**config.mk**
```make
export PLATFORM = sky130hd
export DESIGN_NAME = dmem_arbiter
export DESIGN_NICKNAME = d
export VERILOG_FILES = /design/src/rtl/dmem_pkg.sv /design/src/rtl/rr_arb2.sv /design/src/rtl/dmem_arbiter.sv
export SDC_FILE = /design/constraint.sdc
export NUM_CORES = 1
export LEC_CHECK = 0
export CAP_MARGIN = 15
export CORE_MARGIN = 1.5
export CORE_UTILIZATION = 35
export CTS_CLUSTER_DIAMETER = 50
export DETAILED_ROUTE_END_ITERATION = 12
export PLACE_DENSITY = 0.76
export SLEW_MARGIN = 0
export SYNTH_ARGS = -nofsm -noshare
export SYNTH_HDL_FRONTEND = slang
export SYNTH_HIERARCHICAL = 1
export SYNTH_SLANG_ARGS = --single-unit
```
**constraint.sdc**
```tcl
create_clock -name clk -period 1.6 [get_ports clk]
set_clock_uncertainty 0.2 [all_clocks]
set_input_delay 0.16 -clock clk [delete_from_list [all_inputs] [get_ports clk]]
set_output_delay 0.16 -clock clk [all_outputs]
set_load 0.03 [all_outputs]
```
**src/rtl/dmem_pkg.sv**
```systemverilog
// dmem_pkg: shared definitions for the data-memory arbiter slice.
//   - State encoding for the access sequencer (IDLE -> ACCESS -> ACK).
//   - Port index constants: port 0 is the CPU load/store stage,
//     port 1 is the secondary (debug/loader) master.
package dmem_pkg;

    localparam logic [1:0] ST_IDLE   = 2'd0;
    localparam logic [1:0] ST_ACCESS = 2'd1;
    localparam logic [1:0] ST_ACK    = 2'd2;

    localparam logic PORT_CPU = 1'b0;
    localparam logic PORT_DBG = 1'b1;

    typedef enum logic [1:0] {
        IDLE   = ST_IDLE,
        ACCESS = ST_ACCESS,
        ACK    = ST_ACK
    } state_t;

endpackage

```
**src/rtl/rr_arb2.sv**
```systemverilog
// rr_arb2: combinational two-input round-robin pick.
//   req0, req1  : pending requests from port 0 / port 1
//   lastGrant   : port granted most recently
//   valid       : at least one request is pending
//   winner      : index of the port to serve next
// A lone requester always wins; when both request, the port that was
// not granted last time wins, which makes back-to-back contention
// alternate strictly.
module rr_arb2
    import dmem_pkg::*;
(
    input  logic req0,
    input  logic req1,
    input  logic lastGrant,
    output logic valid,
    output logic winner
);

    always_comb begin
        valid  = req0 | req1;
        winner = PORT_CPU;
        if (req0 && req1) begin
            winner = ~lastGrant;
        end else if (req1) begin
            winner = PORT_DBG;
        end
    end

endmodule

```
**src/rtl/dmem_arbiter.sv**
```systemverilog
// dmem_arbiter: access sequencer and 2-port round-robin arbiter in front
// of the single-port data memory.
//   clk, rst              : clock, synchronous active-high reset
//   req/we/addr/wdata 0,1 : per-port request (level, held until ack)
//   ack0, ack1            : one-cycle completion pulse per port
//   rdata0, rdata1        : per-port registered read data, held until
//                           that port's next read
//   busy                  : sequencer is not idle
//   MemWrite, MemRead     : memory strobes, active only during ACCESS
//   Address, WriteData    : latched address / write data to memory
//   ReadData              : combinational read data from memory
// Each transaction takes three cycles: IDLE (arbitrate and latch),
// ACCESS (single memory cycle), ACK (acknowledge, requests ignored).
module dmem_arbiter
    import dmem_pkg::*;
#(
    parameter int DATA_WIDTH     = 8,
    parameter int DATA_DIR_WIDTH = 8
) (
    input  logic                      clk,
    input  logic                      rst,
    input  logic                      req0,
    input  logic                      req1,
    input  logic                      we0,
    input  logic                      we1,
    input  logic [DATA_DIR_WIDTH-1:0] addr0,
    input  logic [DATA_DIR_WIDTH-1:0] addr1,
    input  logic [DATA_WIDTH-1:0]     wdata0,
    input  logic [DATA_WIDTH-1:0]     wdata1,
    output logic                      ack0,
    output logic                      ack1,
    output logic [DATA_WIDTH-1:0]     rdata0,
    output logic [DATA_WIDTH-1:0]     rdata1,
    output logic                      busy,
    output logic                      MemWrite,
    output logic                      MemRead,
    output logic [DATA_DIR_WIDTH-1:0] Address,
    output logic [DATA_WIDTH-1:0]     WriteData,
    input  logic [DATA_WIDTH-1:0]     ReadData
);

    state_t state;
    logic   sel;        // port owning the transaction in flight
    logic   weQ;        // direction of the transaction in flight
    logic   lastGrant;  // reset to port 1 so port 0 wins the first tie

    logic grantValid;
    logic grantWinner;

    rr_arb2 uArb (
        .req0      (req0),
        .req1      (req1),
        .lastGrant (lastGrant),
        .valid     (grantValid),
        .winner    (grantWinner)
    );

    // Strobes are decoded from the state so memory only sees activity in
    // ACCESS; Address/WriteData may hold stale values elsewhere.
    assign busy     = (state != IDLE);
    assign MemRead  = (state == ACCESS) && !weQ;
    assign MemWrite = (state == ACCESS) &&  weQ;

    always_ff @(posedge clk) begin
        if (rst) begin
            state     <= IDLE;
            sel       <= PORT_CPU;
            weQ       <= 1'b0;
            lastGrant <= PORT_DBG;
            ack0      <= 1'b0;
            ack1      <= 1'b0;
            rdata0    <= '0;
            rdata1    <= '0;
            Address   <= '0;
            WriteData <= '0;
        end else begin
            // Acks are single-cycle pulses; only ACCESS raises one.
            ack0 <= 1'b0;
            ack1 <= 1'b0;
            case (state)
                IDLE: begin
                    if (grantValid) begin
                        sel       <= grantWinner;
                        lastGrant <= grantWinner;
                        weQ       <= (grantWinner == PORT_DBG) ? we1    : we0;
                        Address   <= (grantWinner == PORT_DBG) ? addr1  : addr0;
                        WriteData <= (grantWinner == PORT_DBG) ? wdata1 : wdata0;
                        state     <= ACCESS;
                    end
                end
                ACCESS: begin
                    // Memory read data is valid now; capture it for the
                    // owning port only, leaving the other port's data held.
                    if (!weQ) begin
                        if (sel == PORT_DBG) begin
                            rdata1 <= ReadData;
                        end else begin
                            rdata0 <= ReadData;
                        end
                    end
                    if (sel == PORT_DBG) begin
                        ack1 <= 1'b1;
                    end else begin
                        ack0 <= 1'b1;
                    end
                    state <= ACK;
                end
                ACK: begin
                    state <= IDLE;
                end
                default: begin
                    state <= IDLE;
                end
            endcase
        end
    end

endmodule

```
After elaboration in Yosys (flattened, before gate mapping):

Index checks and enable logic that the tools add are counted.

* latch bits: 0
* memory bits (writable): 0
* memory bits (read-only): 0
* memories kept: 0
* logic and storage cells: 36
* register bits: 39

* $lt $le $gt $ge: 0
* muxes and demuxes: 9
* add/subtract/negate cells: 0
* shift operators: 0
* multipliers: 0
* bitwise gates (word level): 5
* equal/unequal tests: 2
* div/mod/pow operators: 0
* reduce and logical (&&, ||, !) cells: 10

Operators by type and width (count)
* 2-to-1 mux 8 bit: 2
* AND reduction 3 bit: 2
* 2-to-1 mux 1 bit: 5
* inverter 1 bit: 4
* one-hot mux 2 bit (2 select lines): 1
* logical AND 1 bit: 3
* equality test 2 x 1 -> 1 bit (second input constant): 1
* zero test 2 bit: 1
* 2-to-1 mux 2 bit: 1
* != test 2 bit (second input constant): 1
* AND reduction 2 bit: 1
* nonzero test 2 bit: 1
* OR reduction 2 bit: 1
* zero test 1 bit: 1
* bitwise OR 1 bit: 1

Longest topological paths before layout:

* word-level depth: 3
* mapped depth: 5
* mapped depth without buffers: 4

Cells and area by module:

The synthesis kept the hierarchy.

By module, submodules not included
* dmem_arbiter: times used 1, area each 1620.3 µm², cells each 160, sequential area each 780.7 µm²
* rr_arb2: times used 1, area each 13.8 µm², cells each 2, sequential area each 0.0 µm²

Worst setup path after synthesis:

OpenSTA, ideal clock, no wires.

* kind: reg2reg
* start: register lastGrant
* end: register Address[7]
* path slack: 76 ps
* library setup time: 146 ps
* stages on the path, launching flop included: 6
* clock period less this slack: 1524 ps
* data arrival time: 1178 ps
* path through: dfxtp_1 a21boi_1 buf_4 buf_2 mux2i_1 a211oi_2

* cells in the longest elaborated chain, start to end: 3

RTL lines
* from (decl): RTL line dmem_arbiter.sv:45 `logic lastGrant;`
* from (signal assigned): RTL line dmem_arbiter.sv:84 `lastGrant <= grantWinner;`
* inverter 1 bit: RTL line rr_arb2.sv:23 `winner = ~lastGrant;`
* 2-to-1 mux 1 bit: RTL line rr_arb2.sv:22 `if (req0 && req1) begin`
* net grantWinner: RTL line dmem_arbiter.sv:48 `logic grantWinner;`
* 2-to-1 mux 8 bit: RTL line dmem_arbiter.sv:86 `Address <= (grantWinner == PORT_DBG) ? addr1 : addr0;`
* to (signal assigned): RTL line dmem_arbiter.sv:86
* to (decl): RTL line dmem_arbiter.sv:37 `output logic [DATA_DIR_WIDTH-1:0] Address,`

The timed path passes the listed nets, and every way through them passes these cells.
A chain may end at the register's enable or synchronous reset.

Worst setup path after layout:

* start: register state[1]
* end: output port MemWrite

* cells in the longest elaborated chain, start to end: 2

RTL lines
* from (decl): RTL line dmem_arbiter.sv:42 `state_t state;`
* from (signal assigned): RTL line dmem_arbiter.sv:66 `state <= IDLE;`
* from (signal assigned): RTL line dmem_arbiter.sv:88 `state <= ACCESS;`
* from (signal assigned): RTL line dmem_arbiter.sv:106 `state <= ACK;`
* equality test 2 x 1 -> 1 bit: RTL line dmem_arbiter.sv:62 `assign MemWrite = (state == ACCESS) && weQ;`
* logical AND 1 bit: RTL line dmem_arbiter.sv:62
* to (decl): RTL line dmem_arbiter.sv:35 `output logic MemWrite,`

No other way between the ends.

==> impl_metrics.csv <==
group,metric,value,unit
run_status,status,"complete, no violations",
die,die_h,71.33,µm
logic_synthesis,synthMuxAreaShare,0.1531,
hold_path,holdCritStartpoint,"ReadData[2]",
sta,period_minus_slack,1545,ps
logic_synthesis,synth_xor_area_frac,0,
die,core-area,0.004414,mm²
sta,maxSlewViolCount,0,
final_layout,areaGrowthSynthToFinish,61.33,%
clocking,cts_max_level,2,
route,vias,1445,
logic_synthesis,syn_avg_cell_area,10.09,µm²
logic_synthesis,synth_top_area_share,0.4778,
worst_setup_path,reg2reg_slack,80,ps
global_route,use_met2,0.2922,
route,post_drt_wl_per_cell,13.35,µm
power,total_power,2.431,mW
final_layout,diodes,0,
final_layout,fin_nets,297,
hold_path,hold_class,"primary input to register",
logic_synthesis,async_flop_share,0,
worst_setup_path,reg2reg_to,"lastGrant$_SDFFE_PP1P_",
route,first_pass_iters,4,
worst_setup_path,cp.arrival,1180,ps
sta,hold_viol_final,0,
clocking,cts_sinks,39,
route,drc,0,
logic_synthesis,yosysTopAreaCell,"dfxtp_1",
worst_setup_path,critPathRequiredTime,1240,ps
power,leakage,1.135,nW
sta,fmax,647.3,MHz
clocking,cts_buffers,5,
die,die_w,71.33,µm
die,rows,24,
logic_synthesis,syn_inst,162,
clocking,cts_tree,"done",
clocking,clock-root-buffer,"clkbuf_8",
global_route,grtUsageMet1,0.1958,
job,cap_violations,0,
worst_setup_path,reg2reg_depth,4,
worst_setup_path,critPathMaxFanout,4,
power,irDropWorstVdd,427.8,µV
place,dp.final_hpwl,2967,µm
logic_synthesis,synth_common_cells,"dfxtp_1, nor2_1, mux2i_1",
die,start_util,0.3702,
logic_synthesis,yosysSeqAreaShare,0.4778,
place,numPortBuffers,82,
final_layout,drive_gt1_frac,0.1753,
logic_synthesis,synth_flop_cell,"dfxtp_1",
final_layout,post-route-util,0.5972,
place,gp_congestion,0.7434,
sta,timing.hold.ws,251.4,ps
logic_synthesis,synth_top_family_by_area,"simple AND/OR/NAND/NOR gates",
final_layout,fin_cells,303,
sta,setup_viol,0,
worst_setup_path,endpoint_kind,"output port",
sta,max-slew-margin-rel,0.7821,
global_route,top_usage_layer,"met2",
logic_synthesis,ys_warn_count,6,
logic_synthesis,synth-compound-area-share,0.1501,
global_route,grt_pass1_wl,6658,µm
worst_setup_path,worstSetupPathType,"register to output port",
sta,period_share,0.9655,
logic_synthesis,synth_edf_count,0,
sta,grt_setup_unrepaired,"false",
global_route,use_met3,0.04782,
clocking,clk_pin_slew_worst_paths,70,ps
clocking,cts-hold-fix-buffers,0,
place,postPlaceCellArea,0.002559,mm²
route,routed_wl,4045,µm
power,power_density,922.0,mW/mm²
global_route,antenna_found_initial,0,
route,drtIter0Drc,56,
clocking,clockBufferDepth,2,
worst_setup_path,timing.rr.start,"state[1]$_SDFFE_PP0P_",
global_route,grt_max_degree,36,
place,dp_cells,295,
hold_path,hold_depth,3,
worst_setup_path,start_kind,"register",
route,viasPerCell,4.769,
logic_synthesis,synth_cell_type_count,24,
logic_synthesis,yosys.area_share.simple,0.1738,
logic_synthesis,yosys-top-cells-area,"dfxtp_1, mux2i_1, a211oi_2",
die,die-area,0.005088,mm²
logic_synthesis,synthAdderAreaFrac,0,
global_route,global_route.usage.total,0.1677,
logic_synthesis,synth_area,0.001634,mm²
logic_synthesis,synth_seq_cells,39,
final_layout,design_area,0.002636,mm²
global_route,grt_pass1_vias,1428,
route,ant_nets,0,
logic_synthesis,synthesis.nets,208,
hold_path,hold_end,"rdata0[2]$_SDFFE_PP0P_",
die,io_pins,83,
sta,worst_pin_slew,328.2,ps
global_route,overflow,0,
logic_synthesis,yosysMostFrequentCell,"dfxtp_1",
clocking,insertion_delay,280,ps
==> cell families after synthesis <==
family / count (synthesis)
compound gates: 28
buf+inv: 12
flops: 39
mux: 25
simple gates: 58
==> worst max-delay path by stage <==
stage / slack, ps / end / start
3_3_place_gp: -150 / WriteData[0]$_SDFFE_PP0P_ / req0
2_1_floorplan: 80 / Address[7]$_SDFFE_PP0P_ / lastGrant$_SDFFE_PP1P_
6_report: 60 / MemWrite / state[1]$_SDFFE_PP0P_
5_1_grt: 9 / MemWrite / state[1]$_SDFFE_PP0P_
3_5_place_dp: -190 / WriteData[3]$_SDFFE_PP0P_ / req0
4_1_cts: 3 / MemRead / state[1]$_SDFFE_PP0P_
==> layer usage <==
metal  part of all wire  routed length (µm)
met1               0.42                1701
met2               0.51                2076
met3              0.054                 217
met4              0.012                  50
met5                  0                   0
==> stage by stage <==
step | TNS (ps) | worst slack (ps)
after floorplan | 0 | 76.50
after global placement | -2464 | -152.2
after detailed placement | -3019 | -189.4
after CTS | 0 | 3.092
after global routing | 0 | 9.131
final | 0 | 55.19
==> layout make-up <==
| type | count | area [µm²] |
|---|---|---|
| fillers | 401 | 1778 |
| clock inverters | 1 | 5.005 |
| well taps | 52 | 65.06 |
| clock buffers | 6 | 82.58 |
| flip-flops and latches | 39 | 785.8 |
| inverters | 1 | 3.754 |
| multi-input cells | 111 | 799.5 |
| repair buffers | 93 | 894.6 |
==> worst max-delay path, stage by stage, from the launching register on <==
cell	delay (ps)
dfxtp_4	360
buf_4	140
nand2b_4	150
nor2_1	90
buf_4	160
==> registers in the layout, indices dropped and copies added, names as in the netlist <==
signal and cells:
Address 8, ack0 1, sel 1, weQ 1, WriteData 8, state 2, ack1 1, lastGrant 1
rdata1 8, rdata0 8
==> timing repair <==
item                                    CTS  global route
setup buffers                             1             0
endpoints found under the setup margin   37            11
resized for setup                        37             5
==> cells in the final DEF, fill, tap and decap left out <==
| cell type | count |
|---|---|
| clkinv_2 | 1 |
| buf_12 | 3 |
| clkdlybuf4s50_1 | 45 |
| a211oi_1 | 5 |
| inv_1 | 1 |
| and2_1 | 1 |
| nor3b_4 | 1 |
| nor3_1 | 1 |
| a21oi_1 | 10 |
| or2_4 | 1 |
| buf_6 | 1 |
| dlygate4sd2_1 | 34 |
| or3b_2 | 1 |
| buf_4 | 10 |
| dfxtp_1 | 37 |
| clkbuf_8 | 6 |
| dfxtp_4 | 1 |
| nor2_2 | 1 |
| nor2_1 | 28 |
| a21boi_2 | 1 |
| mux2i_1 | 25 |
| a211oi_2 | 12 |
| nand2b_4 | 1 |
| nand2_1 | 19 |
| or4b_4 | 1 |
| or2_1 | 1 |
| and4bb_2 | 1 |
| nor4b_4 | 1 |
| dfxtp_2 | 1 |
==> where the power goes <==
part / total, mW / switching, mW / internal, mW
clock: 0.659 / 0.321 / 0.338
sequential: 1.09 / 0.0434 / 1.05
combinational: 0.682 / 0.362 / 0.320
total: 2.43 / 0.726 / 1.71
(Power assumes the default switching activity.)
